### config.mk
export PLATFORM = sky130hd
export DESIGN_NAME = rom_pass_scanner_flat
export DESIGN_NICKNAME = d
export VERILOG_FILES = /design/src/rtl/rom_pass_scanner_if.sv /design/src/rtl/rom_pass_scanner.sv /design/src/flat_wrapper.sv
export SDC_FILE = /design/constraint.sdc
export NUM_CORES = 1
export LEC_CHECK = 0
export ABC_CLOCK_PERIOD_IN_PS = 2000
export CAP_MARGIN = 0
export CORE_MARGIN = 2
export CORE_UTILIZATION = 49
export CTS_BUF_LIST = sky130_fd_sc_hd__clkbuf_4 sky130_fd_sc_hd__clkbuf_8
export DETAILED_ROUTE_END_ITERATION = 12
export HOLD_SLACK_MARGIN = 0.02
export PLACE_DENSITY = 0.81
export SYNTH_ARGS = -nofsm -noshare
export SYNTH_HDL_FRONTEND = slang
export SYNTH_SLANG_ARGS = --single-unit
### constraint.sdc
create_clock -name clk -period 2 [get_ports clk]
set_input_delay 0.2 -clock clk [delete_from_list [all_inputs] [get_ports clk]]
set_output_delay 0.2 -clock clk [all_outputs]
set_load 0.02 [all_outputs]
### src/rtl/rom_pass_scanner_if.sv
// Bus between the password scanner and its neighbours.
//   master : requester side (password-check FSM driving start/key, ROM driving q)
//   slave  : rom_pass_scanner
//   start, key       request and password to look for
//   q                ROM read data
//   address          ROM address
//   busy, done       scan status; done is a one-cycle pulse
//   match, match_index, entry_count  results of the last scan
interface rom_pass_scanner_if #(
  parameter int unsigned DATA_W = 20,
  parameter int unsigned ADDR_W = 3
);
  logic              start;
  logic [DATA_W-1:0] key;
  logic [DATA_W-1:0] q;
  logic [ADDR_W-1:0] address;
  logic              busy;
  logic              done;
  logic              match;
  logic [ADDR_W-1:0] match_index;
  logic [ADDR_W:0]   entry_count;

  modport master (
    output start, key, q,
    input  address, busy, done, match, match_index, entry_count
  );

  modport slave (
    input  start, key, q,
    output address, busy, done, match, match_index, entry_count
  );
endinterface

### src/rtl/rom_pass_scanner.sv
// Walks a synchronous password ROM from address 0, waiting RD_LAT cycles per entry,
// and stops on a key match, on the sentinel word, or at the top address.
//   clk  : rising-edge clock
//   rst  : asynchronous active-low reset
//   bus  : rom_pass_scanner_if.slave (start/key/q in; address/busy/done/match/
//          match_index/entry_count out, all registered)
module rom_pass_scanner #(
  parameter int unsigned       DATA_W   = 20,
  parameter int unsigned       ADDR_W   = 3,
  parameter int unsigned       RD_LAT   = 2,
  parameter logic [DATA_W-1:0] SENTINEL = '0
) (
  input  logic                clk,
  input  logic                rst,
  rom_pass_scanner_if.slave   bus
);

  localparam int unsigned       WCNT_W    = 4;
  localparam int unsigned       CNT_W     = ADDR_W + 1;
  localparam logic [ADDR_W-1:0] ADDR_TOP  = '1;
  localparam logic [WCNT_W-1:0] WCNT_INIT = WCNT_W'(RD_LAT - 1);

  typedef enum logic [1:0] {
    S_IDLE = 2'd0,
    S_SCAN = 2'd1,
    S_DONE = 2'd2
  } state_t;

  state_t             r_state,       w_state;
  logic [DATA_W-1:0]  r_key,         w_key;
  logic [WCNT_W-1:0]  r_wcnt,        w_wcnt;
  logic [ADDR_W-1:0]  r_address,     w_address;
  logic               r_busy,        w_busy;
  logic               r_done,        w_done;
  logic               r_match,       w_match;
  logic [ADDR_W-1:0]  r_match_index, w_match_index;
  logic [CNT_W-1:0]   r_entry_count, w_entry_count;

  // State and datapath registers
  always_ff @(posedge clk or negedge rst) begin
    if (!rst) begin
      r_state       <= S_IDLE;
      r_key         <= '0;
      r_wcnt        <= '0;
      r_address     <= '0;
      r_busy        <= 1'b0;
      r_done        <= 1'b0;
      r_match       <= 1'b0;
      r_match_index <= '0;
      r_entry_count <= '0;
    end else begin
      r_state       <= w_state;
      r_key         <= w_key;
      r_wcnt        <= w_wcnt;
      r_address     <= w_address;
      r_busy        <= w_busy;
      r_done        <= w_done;
      r_match       <= w_match;
      r_match_index <= w_match_index;
      r_entry_count <= w_entry_count;
    end
  end

  // Next-state and next-output logic
  always_comb begin
    w_state       = r_state;
    w_key         = r_key;
    w_wcnt        = r_wcnt;
    w_address     = r_address;
    w_busy        = r_busy;
    w_done        = 1'b0;
    w_match       = r_match;
    w_match_index = r_match_index;
    w_entry_count = r_entry_count;

    unique case (r_state)
      S_IDLE: begin
        if (bus.start) begin
          w_state       = S_SCAN;
          w_key         = bus.key;
          w_address     = '0;
          w_wcnt        = WCNT_INIT;
          w_match       = 1'b0;
          w_match_index = '0;
          w_entry_count = '0;
          w_busy        = 1'b1;
        end
      end

      S_SCAN: begin
        if (r_wcnt != '0) begin
          w_wcnt = r_wcnt - WCNT_W'(1);
        end else if (bus.q == SENTINEL) begin
          // Sentinel is tested first, so a key equal to the sentinel never matches
          w_match = 1'b0;
          w_state = S_DONE;
          w_busy  = 1'b0;
          w_done  = 1'b1;
        end else if (bus.q == r_key) begin
          w_match       = 1'b1;
          w_match_index = r_address;
          w_entry_count = r_entry_count + CNT_W'(1);
          w_state       = S_DONE;
          w_busy        = 1'b0;
          w_done        = 1'b1;
        end else if (r_address == ADDR_TOP) begin
          // End of table: address stays at the top, no wrap
          w_match       = 1'b0;
          w_entry_count = r_entry_count + CNT_W'(1);
          w_state       = S_DONE;
          w_busy        = 1'b0;
          w_done        = 1'b1;
        end else begin
          w_entry_count = r_entry_count + CNT_W'(1);
          w_address     = r_address + ADDR_W'(1);
          w_wcnt        = WCNT_INIT;
        end
      end

      S_DONE: begin
        w_state = S_IDLE;
      end

      default: begin
        w_state = S_IDLE;
      end
    endcase
  end

  assign bus.address     = r_address;
  assign bus.busy        = r_busy;
  assign bus.done        = r_done;
  assign bus.match       = r_match;
  assign bus.match_index = r_match_index;
  assign bus.entry_count = r_entry_count;

endmodule

### src/flat_wrapper.sv
// flat-port wrapper written by rule: the top's interface ports become plain ports
module rom_pass_scanner_flat 
#(
  parameter int unsigned       DATA_W   = 20,
  parameter int unsigned       ADDR_W   = 3,
  parameter int unsigned       RD_LAT   = 2,
  parameter logic [DATA_W-1:0] SENTINEL = '0
)
  (clk, rst, bus_start, bus_key, bus_q, bus_address, bus_busy, bus_done, bus_match, bus_match_index, bus_entry_count);
  rom_pass_scanner_if #(.DATA_W(DATA_W), .ADDR_W(ADDR_W)) bus_i ();
  input  logic clk;
  input  logic rst;
  input wire logic [$bits(bus_i.start)-1:0] bus_start;
  input wire logic [$bits(bus_i.key)-1:0] bus_key;
  input wire logic [$bits(bus_i.q)-1:0] bus_q;
  output wire logic [$bits(bus_i.address)-1:0] bus_address;
  output wire logic [$bits(bus_i.busy)-1:0] bus_busy;
  output wire logic [$bits(bus_i.done)-1:0] bus_done;
  output wire logic [$bits(bus_i.match)-1:0] bus_match;
  output wire logic [$bits(bus_i.match_index)-1:0] bus_match_index;
  output wire logic [$bits(bus_i.entry_count)-1:0] bus_entry_count;
  assign bus_i.start = bus_start;
  assign bus_i.key = bus_key;
  assign bus_i.q = bus_q;
  assign bus_address = bus_i.address;
  assign bus_busy = bus_i.busy;
  assign bus_done = bus_i.done;
  assign bus_match = bus_i.match;
  assign bus_match_index = bus_i.match_index;
  assign bus_entry_count = bus_i.entry_count;
  rom_pass_scanner #(.DATA_W(DATA_W), .ADDR_W(ADDR_W), .RD_LAT(RD_LAT), .SENTINEL(SENTINEL)) u_core (.clk(clk), .rst(rst), .bus(bus_i));
endmodule
==> impl_metrics.ini, run 1 <==
[sta]
max_freq_ghz = 0.526
setup_violations = 0
rsz0062_at_grt = false
drv_slew = 0
worst_pin_slew_ns = 0.850
min_period_over_period_pct = 95.1
fin_crit_ns = 1.90
slew-limit-headroom_pct = 43.3
post-route-worst-setup-slack_ns = 0.0988
skew_ns = 0.00543
hold_viol = 0

[global_route]
grt.total_usage_pct = 23.9
grt.overflow.total = 0
grt_start_max_net_pins = 40
antenna_found_initial = 0
grt_pass1_wl_mm = 8.20
grt_pass1_vias = 1813

[clock_tree]
clkLatencyLatePin_ns = 0.29
cts.clk_slew.worst_paths_ns = 0.08
h-tree-depth = 2
cts_buffers = 5
clock-root-buffer = clkbuf_8
hold_buffers = 0
cts_sinks = 39
cts.path.max_buffers = 2
cts_tree = done

[setup_path]
path_cells = inv_1 -> ha_1 -> nor3b_4 -> and2_4 -> o21ai_2 -> buf_4 -> or3_1 -> a21oi_1
startpoint_type = register
worstReg2RegEnd = u_core.bus.entry_count[3]$_DFFE_PN0P_
worstSetupPathType = reg -> reg
cp_num_buf_inv = 2
reg2reg_depth = 8
cp_top_family = simple AND/OR/NAND/NOR gates
crit_path_end_kind = register
startpoint = u_core.r_wcnt[1]$_DFFE_PN0P_
worstPathMaxFanout = 8
cp.arrival_ns = 2.12
critPathRequiredTime_ns = 2.22
critPathMaxStageDelay_ns = 0.39
ff2ff_setup_slack_ns = 0.1
crit_slowest_cell = dfrtp_1
r2r_start = u_core.r_wcnt[1]$_DFFE_PN0P_

[routing]
wirelength_mm = 4.75
drtPass1Iterations = 4
route.detailed.drc = 0
wl_per_cell_um = 14.0
postRouteAntennaNets = 0
drt-vias-per-instance = 5.25
vias = 1779
drtIter0Drc = 118

[floorplanning]
pin_count = 56
die-width_um = 68.2
initial_core_util_pct = 50.8
die_area_um2 = 4650
placementRows = 23
die_y_um = 68.2
core_um2 = 3970

[cells_and_area]
fillers = 301
antennaDiodeCount = 0
stdcell_area_um2 = 2840
final_cells = 339
synthToLayoutAreaGrowth_pct = 40.9
drive_gt1_share_pct = 12.8
num-nets-final = 336

[power]
powerDensity_nw_per_um2 = 1240
vdd_drop_max_mv = 0.640
leakagePower_nw = 1.29

[synth]
ys_top_cells_by_count = nand2_1, dfrtp_1, xor2_1
synth.area.top_cells = dfrtp_1, nand2_1, xor2_1
synth_top_area_cell = dfrtp_1
synth_top_family_by_area = simple AND/OR/NAND/NOR gates
synth-xor-area-share_pct = 9.12
ys_seq_elements = 39
ys_warn_count = 0
synthMuxAreaShare_pct = 0.558
avgSynthCellArea_um2 = 9.29
synthesis.nets = 265
ys_seq_area_share_pct = 48.4
yosys_most_used_dff = dfrtp_1
yosysMostFrequentCell = nand2_1
synth_area_um2 = 2020
synth_compound_gate_area_share_pct = 11.0
syn_inst = 217
async_flop_share_pct = 100
synth_edf_count = 0
synthAdderAreaFrac_pct = 3.10
synth_top_area_share_pct = 48.4
ys_types = 36
yosys.area_share.simple_pct = 26.2

[placement]
dpl_cell_area_um2 = 2700
placedCellCount = 329
io_buffers = 55
place_congestion = 0.840
hpwlAfterDp_mm = 3.62
pre_cts_ws_ns = -0.108

[worst_hold_path]
hold_class = in -> async

[status]
status = finished clean

[job]
maxCapViolCount = 0
## metal layers
metal / wire (um) / up-vias / GRT usage, %
met4: 38 / 0 / 7.00
met2: 2390 / 62 / 40.7
met1: 2060 / 825 / 29.9
met3: 260 / 7 / 6.25
met5: 0 / - / 0
li1: - / 885 / -
## flip-flops by register name (all words and copies together) (netlist names)
| register | cells |
|---|---|
| u_core.r_wcnt | 4 |
| u_core.bus.match | 1 |
| u_core.bus.address | 3 |
| u_core.bus.entry_count | 4 |
| u_core.bus.busy | 1 |
| u_core.bus.done | 1 |
| u_core.bus.match_index | 3 |
| u_core.r_key | 20 |
| u_core.r_state | 2 |
## cells by family (layout without fill, tap and decap cells)
kind of cell | after synthesis | count (layout)
compound gates | 31 | 31
xor+xnor | 21 | 21
fa+ha+maj | 5 | 5
buf+inv | 8 | 80
flops | 39 | 39
mux | 1 | 1
simple gates | 112 | 112
## layout make-up
cell class                      instances  area, um^2  area share (%)
Multi-Input combinational cell        170        1030            36.4
Sequential cell                        39         976            34.3
Timing Repair Buffer                   70         658            23.2
Clock buffer                            8         104            3.65
Tap cell                               50        62.6            2.20
Inverter                                2        7.51           0.264
## timing repair
action / in CTS / in global routing
gates resized for setup: 1 / 5
pin swaps: 0 / 1
setup buffers: 0 / 2
endpoints found under the setup margin: 1 / 7
## power breakdown
part | internal (W) | switching [W]
Clock | 0.000328 | 0.000267
Combinational | 0.000741 | 0.000774
Sequential | 0.00113 | 0.000282
Total | 0.00219 | 0.00132
## through the flow
step	hold WS (ns)	TNS (ns)	utilization, %	total power, W
global route	0.0781	0	71.6	0.00379
CTS	0.0393	0	70.7	0.00349
floorplan	-0.0956	0	-	0.00231
global placement	0.356	-0.0881	68.0	0.00279
finish	0.0107	0	71.6	0.00352
detailed placement	0.355	-0.294	68.0	0.00287
## layout by cell type, fill, tap and decap left out, types with 2 or more instances in the layout
cell type	netlist	final
buf_4	0	15
o211ai_1	7	7
clkbuf_8	0	7
dfrtp_1	39	39
o21ai_0	5	5
nor4_1	7	6
nor3_1	2	2
and2_1	3	2
ha_1	5	5
a22o_1	2	2
nand2_1	70	70
nor4_2	2	3
clkdlybuf4s50_1	0	54
a21oi_1	6	5
nor2_1	9	9
nand3_1	7	7
o21a_1	2	2
and3_1	2	2
nand2b_1	4	4
xor2_1	21	21
## worst max path at each step
stage	slack (ns)	cells after the start	to
after detailed placement	-0.11	7	u_core.bus.match$_DFFE_PN0P_
after CTS	0.02	8	u_core.bus.entry_count[3]$_DFFE_PN0P_
after floorplan	0.24	7	u_core.bus.address[0]$_DFFE_PN0P_
final	0.1	8	u_core.bus.entry_count[3]$_DFFE_PN0P_
after global routing	0.009	8	u_core.bus.entry_count[3]$_DFFE_PN0P_
after global placement	-0.05	7	u_core.bus.match$_DFFE_PN0P_
Power figures use the tool's default switching activity.
==> inputs of run 2 (changes only) <==
--- a/config.mk
+++ b/config.mk
@@ -11,6 +11,7 @@
 export CORE_UTILIZATION = 49
 export CTS_BUF_LIST = sky130_fd_sc_hd__clkbuf_4 sky130_fd_sc_hd__clkbuf_8
 export DETAILED_ROUTE_END_ITERATION = 12
+export GPL_TIMING_DRIVEN = 0
 export HOLD_SLACK_MARGIN = 0.02
 export PLACE_DENSITY = 0.81
 export SYNTH_ARGS = -nofsm -noshare
==> run 2 against run 1 <==
  * Sequential power about the same
  * Register-to-register slack improved by 0.05 ns
  * Sequential share of layout area grew 1.1 points
==> impl_metrics.ini, run 2 (synthesized netlist as in run 1, its figures left out) <==
[sta]
fin_crit_ns = 1.85
setup_violations = 0
hold_viol = 0
slew-limit-headroom_pct = 42.6
max_freq_ghz = 0.540
tns_ns = 0
drv_slew = 0
worst_pin_slew_ns = 0.861
skew_ns = 0.00593
min_period_over_period_pct = 92.5
rsz0062_at_grt = false

[clock_tree]
cts_tree = done
cts.path.max_buffers = 2
cts_buffers = 5
h-tree-depth = 2
clock-root-buffer = clkbuf_8
clkLatencyLatePin_ns = 0.30
cts_sinks = 39
hold_buffers = 0
cts.clk_slew.worst_paths_ns = 0.07

[cells_and_area]
largest_reg_flops = 20
drive_gt1_share_pct = 8.21
fin_util_pct = 69.4
synthToLayoutAreaGrowth_pct = 36.7
antennaDiodeCount = 0
regMostFlops = u_core.r_key
num-nets-final = 328
final_common_cell = nand2_1
final_cell_mix = nand2_1, clkdlybuf4s50_1, dfrtp_1, xor2_1, nor2_1

[routing]
drtIter0Drc = 167
drtPass1Iterations = 4
drt-vias-per-instance = 5.27
vias = 1739
route.detailed.drc = 0
wirelength_mm = 4.61
wl_per_cell_um = 14.0
postRouteAntennaNets = 0

[floorplanning]
die_y_um = 68.2
die-width_um = 68.2
die_area_um2 = 4650
placementRows = 23
core_um2 = 3970
initial_core_util_pct = 50.8
pin_count = 56

[global_route]
grt_start_max_net_pins = 40
grt_pass1_wl_mm = 7.79
grt.overflow.total = 0
antenna_found_initial = 0
grt_pass1_vias = 1773
grt.total_usage_pct = 22.8

[power]
vdd_drop_max_mv = 0.617
leakagePower_nw = 1.22
powerDensity_nw_per_um2 = 1230
power_w = 0.00338

[placement]
io_buffers = 55
hpwlAfterDp_mm = 3.49
place_congestion = 0.847

[setup_path]
crit_path_end_kind = register
critPathMaxStageDelay_ns = 0.40
critPathRequiredTime_ns = 2.18
r2r_start = u_core.r_key[2]$_DFFE_PN0P_
worstSetupPathType = reg -> reg
path_cells = xor2_1 -> nor4_1 -> nand2_1 -> o21a_1 -> a311o_1
worstPathMaxFanout = 9
startpoint_type = register
worstReg2RegEnd = u_core.bus.match$_DFFE_PN0P_
ff2ff_setup_slack_ns = 0.15
crit_slowest_cell = dfrtp_1
cp.arrival_ns = 2.03
reg2reg_depth = 5

[job]
maxCapViolCount = 0

[worst_hold_path]
hold_class = in -> async

[status]
status = finished clean
==> run 2: cell count changes in the layout (fill, tap and decap cells not counted), sizes merged <==
| cell | delta |
|---|---|
| buf | -13 |
| clkbuf | +3 |
| clkinv | +1 |
==> run 2: worst max-delay path by stage <==
stage | from | end | slack (ns) | cells after the start
2_1_floorplan | u_core.r_wcnt[0]$_DFFE_PN0P_ | u_core.bus.address[0]$_DFFE_PN0P_ | 0.24 | 7
3_3_place_gp | bus_q[15] | u_core.bus.match$_DFFE_PN0P_ | -0.17 | 6
3_5_place_dp | bus_q[15] | u_core.bus.match$_DFFE_PN0P_ | -0.24 | 6
4_1_cts | bus_q[15] | u_core.bus.match$_DFFE_PN0P_ | 0.07 | 6
5_1_grt | u_core.r_key[2]$_DFFE_PN0P_ | u_core.bus.match$_DFFE_PN0P_ | 0.02 | 5
6_report | u_core.r_key[2]$_DFFE_PN0P_ | u_core.bus.match$_DFFE_PN0P_ | 0.15 | 5
==> run 2: where the power goes <==
part	switching [W]	internal, W	total [W]
sequential	0.000282	0.00112	0.00141
clock	0.000275	0.000271	0.000545
combinational	0.000740	0.000691	0.00143
==> run 2: timing repair <==
action / CTS / global route
pin swaps: 0 / 0
resized for setup: 1 / 6
endpoints found under the setup margin: 1 / 4
buffers inserted: 0 / 1
==> run 2: worst max-delay path: cells and delay by family (launching register included) <==
family / cells / cell delay, ns
flops: 1 / 0.40
xor+xnor: 1 / 0.18
compound gates: 2 / 0.62
simple gates: 2 / 0.53
==> run 2: layer usage <==
| layer | track usage (%) | vias to the layer above | wire length (um) |
|---|---|---|---|
| li1 | - | 863 | - |
| met1 | 27.8 | 813 | 2060 |
| met2 | 39.1 | 57 | 2240 |
| met3 | 5.59 | 6 | 258 |
| met4 | 8.00 | 0 | 44 |
| met5 | 0 | - | 0 |
==> run 2: cell type report <==
type,count,area (um^2)
fillers,316,1210
multi-input cells,170,1050
flip-flops and latches,39,976
repair buffers,56,553
clock buffers,6,82.6
well taps,50,62.6
plain buffers,6,23.8
inverters,2,7.51
clock inverters,1,5.00
==> run 2: stage by stage <==
stage | worst slack (ns) | instance area (um^2) | hold WS, ns | cells
6_report | 0.150 | 2760 | 0.0133 | 330
5_1_grt | 0.0188 | 2760 | 0.0801 | 330
4_1_cts | 0.0684 | 2720 | 0.0339 | 329
3_5_place_dp | -0.241 | 2630 | 0.356 | 322
3_3_place_gp | -0.170 | 2630 | 0.479 | 322
2_1_floorplan | 0.235 | 2020 | -0.0956 | 217
